**src/rtl/avmm_stream_packer_if.sv**
```systemverilog
// Avalon-MM slave bus and Avalon-ST symbol source used by avmm_stream_packer.
// The slave modport is the packer's view; master is the host/sink side.
interface avmm_stream_packer_if #(
    parameter int AV_ADDRESS_W = 2,
    parameter int SYMBOL_W     = 8,
    parameter int NUMSYMBOLS   = 4
);
    localparam int AV_DATA_W = SYMBOL_W * NUMSYMBOLS;

    logic                    avs_write;
    logic                    avs_read;
    logic [AV_ADDRESS_W-1:0] avs_address;
    logic [NUMSYMBOLS-1:0]   avs_byteenable;
    logic [AV_DATA_W-1:0]    avs_writedata;
    logic [AV_DATA_W-1:0]    avs_readdata;
    logic                    avs_waitrequest;
    logic                    aso_valid;
    logic [SYMBOL_W-1:0]     aso_data;
    logic                    aso_ready;

    modport slave (
        input  avs_write, avs_read, avs_address, avs_byteenable, avs_writedata, aso_ready,
        output avs_readdata, avs_waitrequest, aso_valid, aso_data
    );

    modport master (
        output avs_write, avs_read, avs_address, avs_byteenable, avs_writedata, aso_ready,
        input  avs_readdata, avs_waitrequest, aso_valid, aso_data
    );
endinterface

```
**src/rtl/avmm_stream_packer.sv**
```systemverilog
// Avalon-MM register file plus word FIFO; each FIFO word is serialised one
// enabled symbol at a time onto an Avalon-ST ready/valid source.
module avmm_stream_packer #(
    parameter int AV_ADDRESS_W  = 2,
    parameter int SYMBOL_W      = 8,
    parameter int NUMSYMBOLS    = 4,
    parameter int FIFO_DEPTH    = 16,
    parameter int STALL_ON_FULL = 1,
    parameter int MSB_FIRST     = 0
) (
    input  logic                 clk,
    input  logic                 rstn,
    avmm_stream_packer_if.slave  bus
);
    localparam int AV_DATA_W = SYMBOL_W * NUMSYMBOLS;
    localparam int PTR_W     = $clog2(FIFO_DEPTH);
    localparam int LVL_W     = PTR_W + 1;

    typedef enum logic {
        S_IDLE,
        S_EMIT
    } state_e;

    state_e                state_q, state_d;
    logic [AV_DATA_W-1:0]  shift_q, shift_d;
    logic [NUMSYMBOLS-1:0] mask_q, mask_d;
    logic                  valid_q, valid_d;
    logic [SYMBOL_W-1:0]   sym_q, sym_d;
    logic                  enable_q, enable_d;
    logic                  ovf_q, ovf_d;
    logic [31:0]           count_q, count_d;
    logic [PTR_W-1:0]      wr_ptr_q, wr_ptr_d;
    logic [PTR_W-1:0]      rd_ptr_q, rd_ptr_d;
    logic [LVL_W-1:0]      level_q, level_d;

    logic [AV_DATA_W-1:0]  data_mem_q [FIFO_DEPTH];
    logic [NUMSYMBOLS-1:0] be_mem_q   [FIFO_DEPTH];

    logic [31:0] addr;
    logic        full;
    logic        empty;
    logic        wait_req;
    logic        wr_fire;
    logic        fire;
    logic        load;
    logic        pop;
    logic        push;
    logic        flush;
    logic [31:0] status;
    logic [31:0] rd_word;

    // Index of the symbol presented next for a given pending mask.
    function automatic int unsigned sym_index(input logic [NUMSYMBOLS-1:0] m);
        int unsigned idx = 0;
        for (int unsigned i = 0; i < NUMSYMBOLS; i++) begin
            if (MSB_FIRST != 0) begin
                if (m[i]) idx = i;
            end else if (m[NUMSYMBOLS-1-i]) begin
                idx = NUMSYMBOLS - 1 - i;
            end
        end
        return idx;
    endfunction

    function automatic logic [SYMBOL_W-1:0] sym_of(input logic [AV_DATA_W-1:0] w,
                                                   input logic [NUMSYMBOLS-1:0] m);
        return w[sym_index(m)*SYMBOL_W +: SYMBOL_W];
    endfunction

    assign addr     = 32'(bus.avs_address);
    assign full     = (level_q == LVL_W'(FIFO_DEPTH));
    assign empty    = (level_q == '0);
    assign wait_req = bus.avs_write && (addr == 32'd2) && full && (STALL_ON_FULL != 0);
    assign wr_fire  = bus.avs_write && !wait_req;
    assign fire     = valid_q && bus.aso_ready;

    always_comb begin
        state_d  = state_q;
        shift_d  = shift_q;
        mask_d   = mask_q;
        enable_d = enable_q;
        ovf_d    = ovf_q;
        count_d  = count_q;
        wr_ptr_d = wr_ptr_q;
        rd_ptr_d = rd_ptr_q;
        level_d  = level_q;
        load     = 1'b0;
        pop      = 1'b0;
        push     = 1'b0;
        flush    = 1'b0;

        case (state_q)
            S_IDLE: load = enable_q && !empty;
            S_EMIT: begin
                if (fire) begin
                    count_d = count_q + 32'd1;
                    mask_d  = mask_q & ~(NUMSYMBOLS'(1) << sym_index(mask_q));
                    if (mask_d == '0) begin
                        load = enable_q && !empty;
                        if (!load) state_d = S_IDLE;
                    end
                end
            end
            default: state_d = S_IDLE;
        endcase

        // A word with no enabled symbols is popped and dropped without leaving IDLE.
        if (load) begin
            pop     = 1'b1;
            shift_d = data_mem_q[rd_ptr_q];
            mask_d  = be_mem_q[rd_ptr_q];
            state_d = (mask_d != '0) ? S_EMIT : S_IDLE;
        end

        if (wr_fire) begin
            case (addr)
                32'd0: begin
                    enable_d = bus.avs_writedata[0];
                    flush    = bus.avs_writedata[1];
                    if (bus.avs_writedata[2]) ovf_d = 1'b0;
                end
                32'd2: begin
                    if (full) ovf_d = 1'b1;
                    else      push  = 1'b1;
                end
                32'd3:   count_d = '0;
                default: ;
            endcase
        end

        if (push) wr_ptr_d = wr_ptr_q + PTR_W'(1);
        if (pop)  rd_ptr_d = rd_ptr_q + PTR_W'(1);
        case ({push, pop})
            2'b10:   level_d = level_q + LVL_W'(1);
            2'b01:   level_d = level_q - LVL_W'(1);
            default: ;
        endcase

        if (flush) begin
            wr_ptr_d = '0;
            rd_ptr_d = '0;
            level_d  = '0;
            mask_d   = '0;
            state_d  = S_IDLE;
        end

        valid_d = (state_d == S_EMIT);
        sym_d   = valid_d ? sym_of(shift_d, mask_d) : '0;
    end

    always_ff @(posedge clk or negedge rstn) begin
        if (!rstn) begin
            state_q  <= S_IDLE;
            shift_q  <= '0;
            mask_q   <= '0;
            valid_q  <= 1'b0;
            sym_q    <= '0;
            enable_q <= 1'b0;
            ovf_q    <= 1'b0;
            count_q  <= '0;
            wr_ptr_q <= '0;
            rd_ptr_q <= '0;
            level_q  <= '0;
        end else begin
            state_q  <= state_d;
            shift_q  <= shift_d;
            mask_q   <= mask_d;
            valid_q  <= valid_d;
            sym_q    <= sym_d;
            enable_q <= enable_d;
            ovf_q    <= ovf_d;
            count_q  <= count_d;
            wr_ptr_q <= wr_ptr_d;
            rd_ptr_q <= rd_ptr_d;
            level_q  <= level_d;
        end
    end

    always_ff @(posedge clk) begin
        if (push) begin
            data_mem_q[wr_ptr_q] <= bus.avs_writedata;
            be_mem_q[wr_ptr_q]   <= bus.avs_byteenable;
        end
    end

    assign status = {12'd0, (state_q == S_EMIT), ovf_q, empty, full, 16'(level_q)};

    always_comb begin
        rd_word = '0;
        if (bus.avs_read) begin
            case (addr)
                32'd0:   rd_word[0] = enable_q;
                32'd1:   rd_word    = status;
                32'd3:   rd_word    = count_q;
                default: ;
            endcase
        end
        bus.avs_readdata = AV_DATA_W'(rd_word);
    end

    assign bus.avs_waitrequest = wait_req;
    assign bus.aso_valid       = valid_q;
    assign bus.aso_data        = sym_q;
endmodule

```
**src/flat_wrapper.sv**
```systemverilog
// flat-port wrapper written by rule: the top's interface ports become plain ports
module avmm_stream_packer_flat 
#(
    parameter int AV_ADDRESS_W  = 2,
    parameter int SYMBOL_W      = 8,
    parameter int NUMSYMBOLS    = 4,
    parameter int FIFO_DEPTH    = 16,
    parameter int STALL_ON_FULL = 1,
    parameter int MSB_FIRST     = 0
)
  (clk, rstn, bus_avs_write, bus_avs_read, bus_avs_address, bus_avs_byteenable, bus_avs_writedata, bus_aso_ready, bus_avs_readdata, bus_avs_waitrequest, bus_aso_valid, bus_aso_data);
  avmm_stream_packer_if #(.AV_ADDRESS_W(AV_ADDRESS_W), .SYMBOL_W(SYMBOL_W), .NUMSYMBOLS(NUMSYMBOLS)) bus_i ();
  input  logic clk;
  input  logic rstn;
  input wire logic [$bits(bus_i.avs_write)-1:0] bus_avs_write;
  input wire logic [$bits(bus_i.avs_read)-1:0] bus_avs_read;
  input wire logic [$bits(bus_i.avs_address)-1:0] bus_avs_address;
  input wire logic [$bits(bus_i.avs_byteenable)-1:0] bus_avs_byteenable;
  input wire logic [$bits(bus_i.avs_writedata)-1:0] bus_avs_writedata;
  input wire logic [$bits(bus_i.aso_ready)-1:0] bus_aso_ready;
  output wire logic [$bits(bus_i.avs_readdata)-1:0] bus_avs_readdata;
  output wire logic [$bits(bus_i.avs_waitrequest)-1:0] bus_avs_waitrequest;
  output wire logic [$bits(bus_i.aso_valid)-1:0] bus_aso_valid;
  output wire logic [$bits(bus_i.aso_data)-1:0] bus_aso_data;
  assign bus_i.avs_write = bus_avs_write;
  assign bus_i.avs_read = bus_avs_read;
  assign bus_i.avs_address = bus_avs_address;
  assign bus_i.avs_byteenable = bus_avs_byteenable;
  assign bus_i.avs_writedata = bus_avs_writedata;
  assign bus_i.aso_ready = bus_aso_ready;
  assign bus_avs_readdata = bus_i.avs_readdata;
  assign bus_avs_waitrequest = bus_i.avs_waitrequest;
  assign bus_aso_valid = bus_i.aso_valid;
  assign bus_aso_data = bus_i.aso_data;
  avmm_stream_packer #(.AV_ADDRESS_W(AV_ADDRESS_W), .SYMBOL_W(SYMBOL_W), .NUMSYMBOLS(NUMSYMBOLS), .FIFO_DEPTH(FIFO_DEPTH), .STALL_ON_FULL(STALL_ON_FULL), .MSB_FIRST(MSB_FIRST)) u_core (.clk(clk), .rstn(rstn), .bus(bus_i));
endmodule
```
**config.mk**
```make
export PLATFORM = sky130hd
export DESIGN_NAME = avmm_stream_packer_flat
export DESIGN_NICKNAME = d
export VERILOG_FILES = /design/src/rtl/avmm_stream_packer_if.sv /design/src/rtl/avmm_stream_packer.sv /design/src/flat_wrapper.sv
export SDC_FILE = /design/constraint.sdc
export NUM_CORES = 1
export LEC_CHECK = 0
export ABC_AREA = 1
export CAP_MARGIN = 20
export CORE_MARGIN = 3
export CORE_UTILIZATION = 35
export CTS_CLUSTER_DIAMETER = 30
export DETAILED_ROUTE_END_ITERATION = 6
export PLACE_DENSITY = 0.57
export SYNTH_ARGS = -nofsm -noshare
export SYNTH_HDL_FRONTEND = slang
export SYNTH_SLANG_ARGS = --single-unit
```
**constraint.sdc**
```tcl
create_clock -name clk -period 6.5 [get_ports clk]
set_input_delay 0.65 -clock clk [delete_from_list [all_inputs] [get_ports clk]]
set_output_delay 0.65 -clock clk [all_outputs]
set_load 0.1 [all_outputs]
```
### Word level (Yosys, flattened, before mapping)

Memory sizes are Yosys's and may differ from the RTL's.
Cells that the tools add are included.

* flip-flop bits (word level): 92
* memory bits (writable): 576
* input bits: 43
* output and inout port bits: 42
* word-level logic and storage cells: 97
* memories: 2

* add/sub/neg operators: 5
* equal/unequal tests: 8
* shift-type cells: 2
* multiplexer cells: 50
* bitwise operators: 3
* reductions and logical operators: 17

Memories
* u_core.data_mem_q: depth 16, bits a word 32, rd ports 1, clocked after memory_dff 0, write ports 1, RTL line avmm_stream_packer.sv:36 `logic [AV_DATA_W-1:0] data_mem_q [FIFO_DEPTH];`
* u_core.be_mem_q: depth 16, bits a word 4, rd ports 1, clocked after memory_dff 0, write ports 1, RTL line avmm_stream_packer.sv:37 `logic [NUMSYMBOLS-1:0] be_mem_q [FIFO_DEPTH];`

Operator list (number)
* $mux 32: 8
* $pmux 31 s2: 1
* $add 32x1->32 const B: 1
* $logic_not 32->1: 1
* $mux 4: 8
* $shiftx 32x6->8: 1
* $shl 1x32->4 const A: 1
* $mux 1: 19
* $mux 2: 8
* $pmux 5 s2: 1
* $add 4x1->4 const B: 2
* $mux 8: 1
* $eq 2x2->1 const B: 3
* $reduce_bool 2->1: 3
* $add 5x1->5 const B: 1
* $eq 5x5->1 const B: 1
* $logic_and 1x1->1: 5
* $logic_not 5->1: 1
* $mux 5: 1
* $sub 5x1->5 const B: 1
* $and 4x4->4: 1
* $eq 2x1->1 const B: 2
* $logic_not 4->1: 1
* $not 4->4: 1
* other kinds (10): 12

### Longest topological paths before layout

* depth after elaboration: 21
* mapped depth: 19
* depth with buffers taken out: 17

### Worst setup path before layout

Ideal clock, no wire load.

* path kind: input-to-output
* start point: in bus_avs_read
* end point: out bus_avs_readdata[18]
* arrival: 3.171 ns
* data required time: 5.850 ns
* slack: 2.679 ns
* stages: 4
* buffers on the path: 2
* path through: buf_2 > nand2_1 > clkbuf_1 > o21ai_0

* longest elaborated chain between the ends: 1

Ends and longest elaborated chain
* start, declared: RTL line flat_wrapper.sv:16 `input wire logic [$bits(bus_i.avs_read)-1:0] bus_avs_read;`
* $mux 32: RTL line avmm_stream_packer.sv:190 `if (bus.avs_read) begin`
* end, declared: RTL line flat_wrapper.sv:21 `output wire logic [$bits(bus_i.avs_readdata)-1:0] bus_avs_readdata;`

No other way between the ends.

### Final worst setup path

* start point: in bus_avs_address[1]
* end point: out bus_avs_readdata[2]

* longest elaborated chain between the ends: 3
* elaborated cells between the ends (all ways): 4
* those cells by class: eq/ne: 2; mux: 2

Ends and longest elaborated chain
* start, declared: RTL line flat_wrapper.sv:17 `input wire logic [$bits(bus_i.avs_address)-1:0] bus_avs_address;`
* $eq 2x2->1 or $eq 2x1->1 (tied branches): RTL line avmm_stream_packer.sv:191 `case (addr)`
* $pmux 31 s2 (*): RTL line avmm_stream_packer.sv:191
* $mux 32 (*): RTL line avmm_stream_packer.sv:190

Every way passes the cells marked *; elsewhere a longest branch is shown, timed or not.

==> results.ini <==
[die]
start_util_pct = 35.5
die_h_um = 287
die_area_um2 = 82400
core_area_um2 = 77800
io_pins = 85
num_rows = 102
dieWidth_um = 287

[place]
place_congestion = 0.852
dpl_worst_slack_ps = 2310
port_buffers = 84
dp_hpwl_um = 40800

[logic_synthesis]
synth_top_area_share_pct = 62.6
synth_cell_types = 41
synth_flop_cell = edfxtp_1
ys_seq_area_share_pct = 70.9
synth_edf_count = 576
synthesis.area_um2 = 27700
syn_nets = 2393
async_reset_ff_share_pct = 13.8
yosysWarnings = 0
synth.area.top_cells = edfxtp_1, dfrtp_1, nor2_1
synth-seq-cells = 668
avgSynthCellArea_um2 = 11.8
synth.largest_area_cell = edfxtp_1
synth_cells = 2341

[sta]
setup_tns_ps = 0
tightest_slew_ps = 1180
relSlewSlack_pct = 21.6
setup_viol = 0
maxSlewViolCount = 0
rsz0062_at_grt = false
finalHoldViolCount = 0
final.period_utilization_pct = 62.4
whs_ps = 433
max_freq_mhz = 246
fin_ws_ps = 2440
clock_skew_ps = 26.9
fin_crit_ps = 4060

[power_and_ir_drop]
power.density_nw_per_um2 = 485
seqPwrFrac_pct = 32.2
power_w = 0.0165
combPwrFrac_pct = 26.5
netSwitchingFraction_pct = 34.4
clkPwrFrac_pct = 41.3
p_int_w = 0.0108
p_leak_nw = 12.1
ir_drop_mv = 0.299
p_switching_w = 0.00568

[job]
cap_violations = 0

[final_layout]
fillers = 7063
nets = 2507
final_core_util_pct = 43.7
drive_gt1_share_pct = 11.1
diodes = 0
area_growth_pct = 23.0

[critical_path]
crit_path_max_incr_delay_ps = 1180
arrival_ps = 3410
cp_top_family = buffers and inverters
crit_type = in2out
endpoint_kind = output port
crit_path_cell_trace = clkdlybuf4s50_1 -> nand2_1 -> inv_1 -> nand2_1 -> o22ai_1 -> clkdlybuf4s50_1
critPathMaxFanout = 29
crit_required_ps = 5850
path_buf_inv = 3
crit_slowest_cell = clkdlybuf4s50_1
start_kind = primary input

[clock_tree]
clk_latency_ps = 690
cts_tree = yes
htree_levels = 4
cts_resized = 0
clock_path_buffers = 3
cts_sinks = 668
post_cts_buffers = 0
cts.clk_slew.worst_paths_ps = 50
cts_inserted_buffers = 132
clockRootBuffer = clkbuf_16
hold_buffers = 1

[min_path]
min-delay-path-class = in2async

[global_routing]
antenna_found_initial = 2
grt_overflow = 0
grt_max_degree = 191
grt_pass1_vias = 18800
grt_pass1_wl_um = 114000
grt_usage_pct = 18.2

[drt]
drt_iter0_drc = 1664
wl_per_cell_um = 20.7
via_per_inst = 5.19
final_antenna_net_count = 0
wirelength_um = 74600
drc = 0
num_vias = 18700
dr.pass1.iters = 5

[run_status]
outcome = completed

## layout by cell type (no fill, tap or decap), types with 3 or more instances in the layout
master and n:
inv_6 7, o31ai_1 4, edfxtp_1 576, clkinv_2 14
nor3_1 16, o221ai_1 53, nand2_1 326, nor2_1 321
clkinv_8 5, buf_4 33, clkinv_4 8, o211ai_1 41
nand4_1 12, clkinvlp_4 7, o21a_1 5, buf_12 3
clkdlybuf4s50_1 83, clkbuf_1 27, o21ai_0 227, inv_1 125
nor4_1 4, clkinv_1 18, o21ai_1 15, dfrtp_1 89
nor2_2 5, a21oi_1 50, o22ai_1 18, a31oi_1 4
xor2_1 19, or2_2 6, clkbuf_16 136, inv_2 4
ha_1 9, nand2_2 5, bufinv_16 20, nand3_1 232
nor2_4 17
## state kept, by name (all words and copies together) (netlist names)
signal,count
u_core.be_mem_q,64
u_core.bus.aso_data,8
u_core.count_q,32
u_core.data_mem_q,512
u_core.enable_q,1
u_core.level_q,5
u_core.mask_q,4
u_core.ovf_q,1
u_core.rd_ptr_q,4
u_core.shift_q,32
u_core.state_q,1
u_core.wr_ptr_q,4
## through the flow
| step | cells | area (um2) |
|---|---|---|
| after global routing | 3603 | 34000 |
| after detailed placement | 3360 | 29500 |
| final | 3603 | 34000 |
| after CTS | 3603 | 34000 |
| after floorplan | 2341 | 27700 |
| after global placement | 3356 | 29400 |
## logic make-up (layout without fill, tap and decap cells)
family	Yosys count	after routing	synth area share [%]
flops	668	668	70.9
fa+ha+maj	9	9	0.407
compound gates	421	421	8.93
simple gates	951	951	14.5
buf+inv	273	495	4.65
xor+xnor	19	19	0.602
## synthesized netlist by cell type (6+ instances only)
master and n:
edfxtp_1 576, nor2_1 337, nand2_1 326, nand3_1 232, o21ai_0 227, inv_1 126, dfrtp_1 92, buf_2 62
o221ai_1 53, a21oi_1 50, o211ai_1 41, clkbuf_1 36, xor2_1 19, o22ai_1 18, buf_4 16, buf_6 16
nor3_1 16, o21ai_1 15, nand4_1 12, buf_1 11, ha_1 9, or2_2 6
## worst paths after layout
check | cells after the start | slack (ps) | endpoint | from
worst max-delay path | 6 | 2440 | bus_avs_readdata[2] | bus_avs_address[1]
worst min-delay path | 2 | 430 | u_core.count_q[2] | rstn
worst max register to register | 10 | 2510 | u_core.bus.aso_data[2] | u_core.rd_ptr_q[0]
worst min register to register | 2 | 500 | u_core.shift_q[0] | u_core.shift_q[0]
max in group asynchronous | 3 | 4730 | u_core.rd_ptr_q[0] | rstn
min in group clk | 2 | 500 | u_core.shift_q[0] | u_core.shift_q[0]
## per-layer routing
layer  track usage [%]  vias to the layer above  share of wire (%)
met5                 0                        -              0.017
met4              6.85                        2                2.7
met3              3.59                      144                5.6
met2              29.4                      649                 48
met1              24.2                     9278                 44
li1                  -                     8610                  -
## layout make-up
class / count / area [um2] / share of cell area (%)
multi-input combinational: 1400 / 6890 / 20.3
clock buffer: 163 / 3500 / 10.3
timing repair buffer: 121 / 1180 / 3.46
sequential: 668 / 19600 / 57.7
clock inverter: 79 / 1020 / 3.00
tap: 1040 / 1300 / 3.83
inverter: 132 / 505 / 1.49
## power groups by stage
stage	logic (W)	clock network, W	registers [W]
5_1_grt	0.00485	0.00716	0.00535
3_5_place_dp	0.00435	0	0.00538
6_report	0.00436	0.00681	0.00532
3_3_place_gp	0.00427	0	0.00538
2_1_floorplan	0.00318	0	0.00530
4_1_cts	0.00437	0.00690	0.00531
No activity file was read; power rests on OpenSTA's default activity.
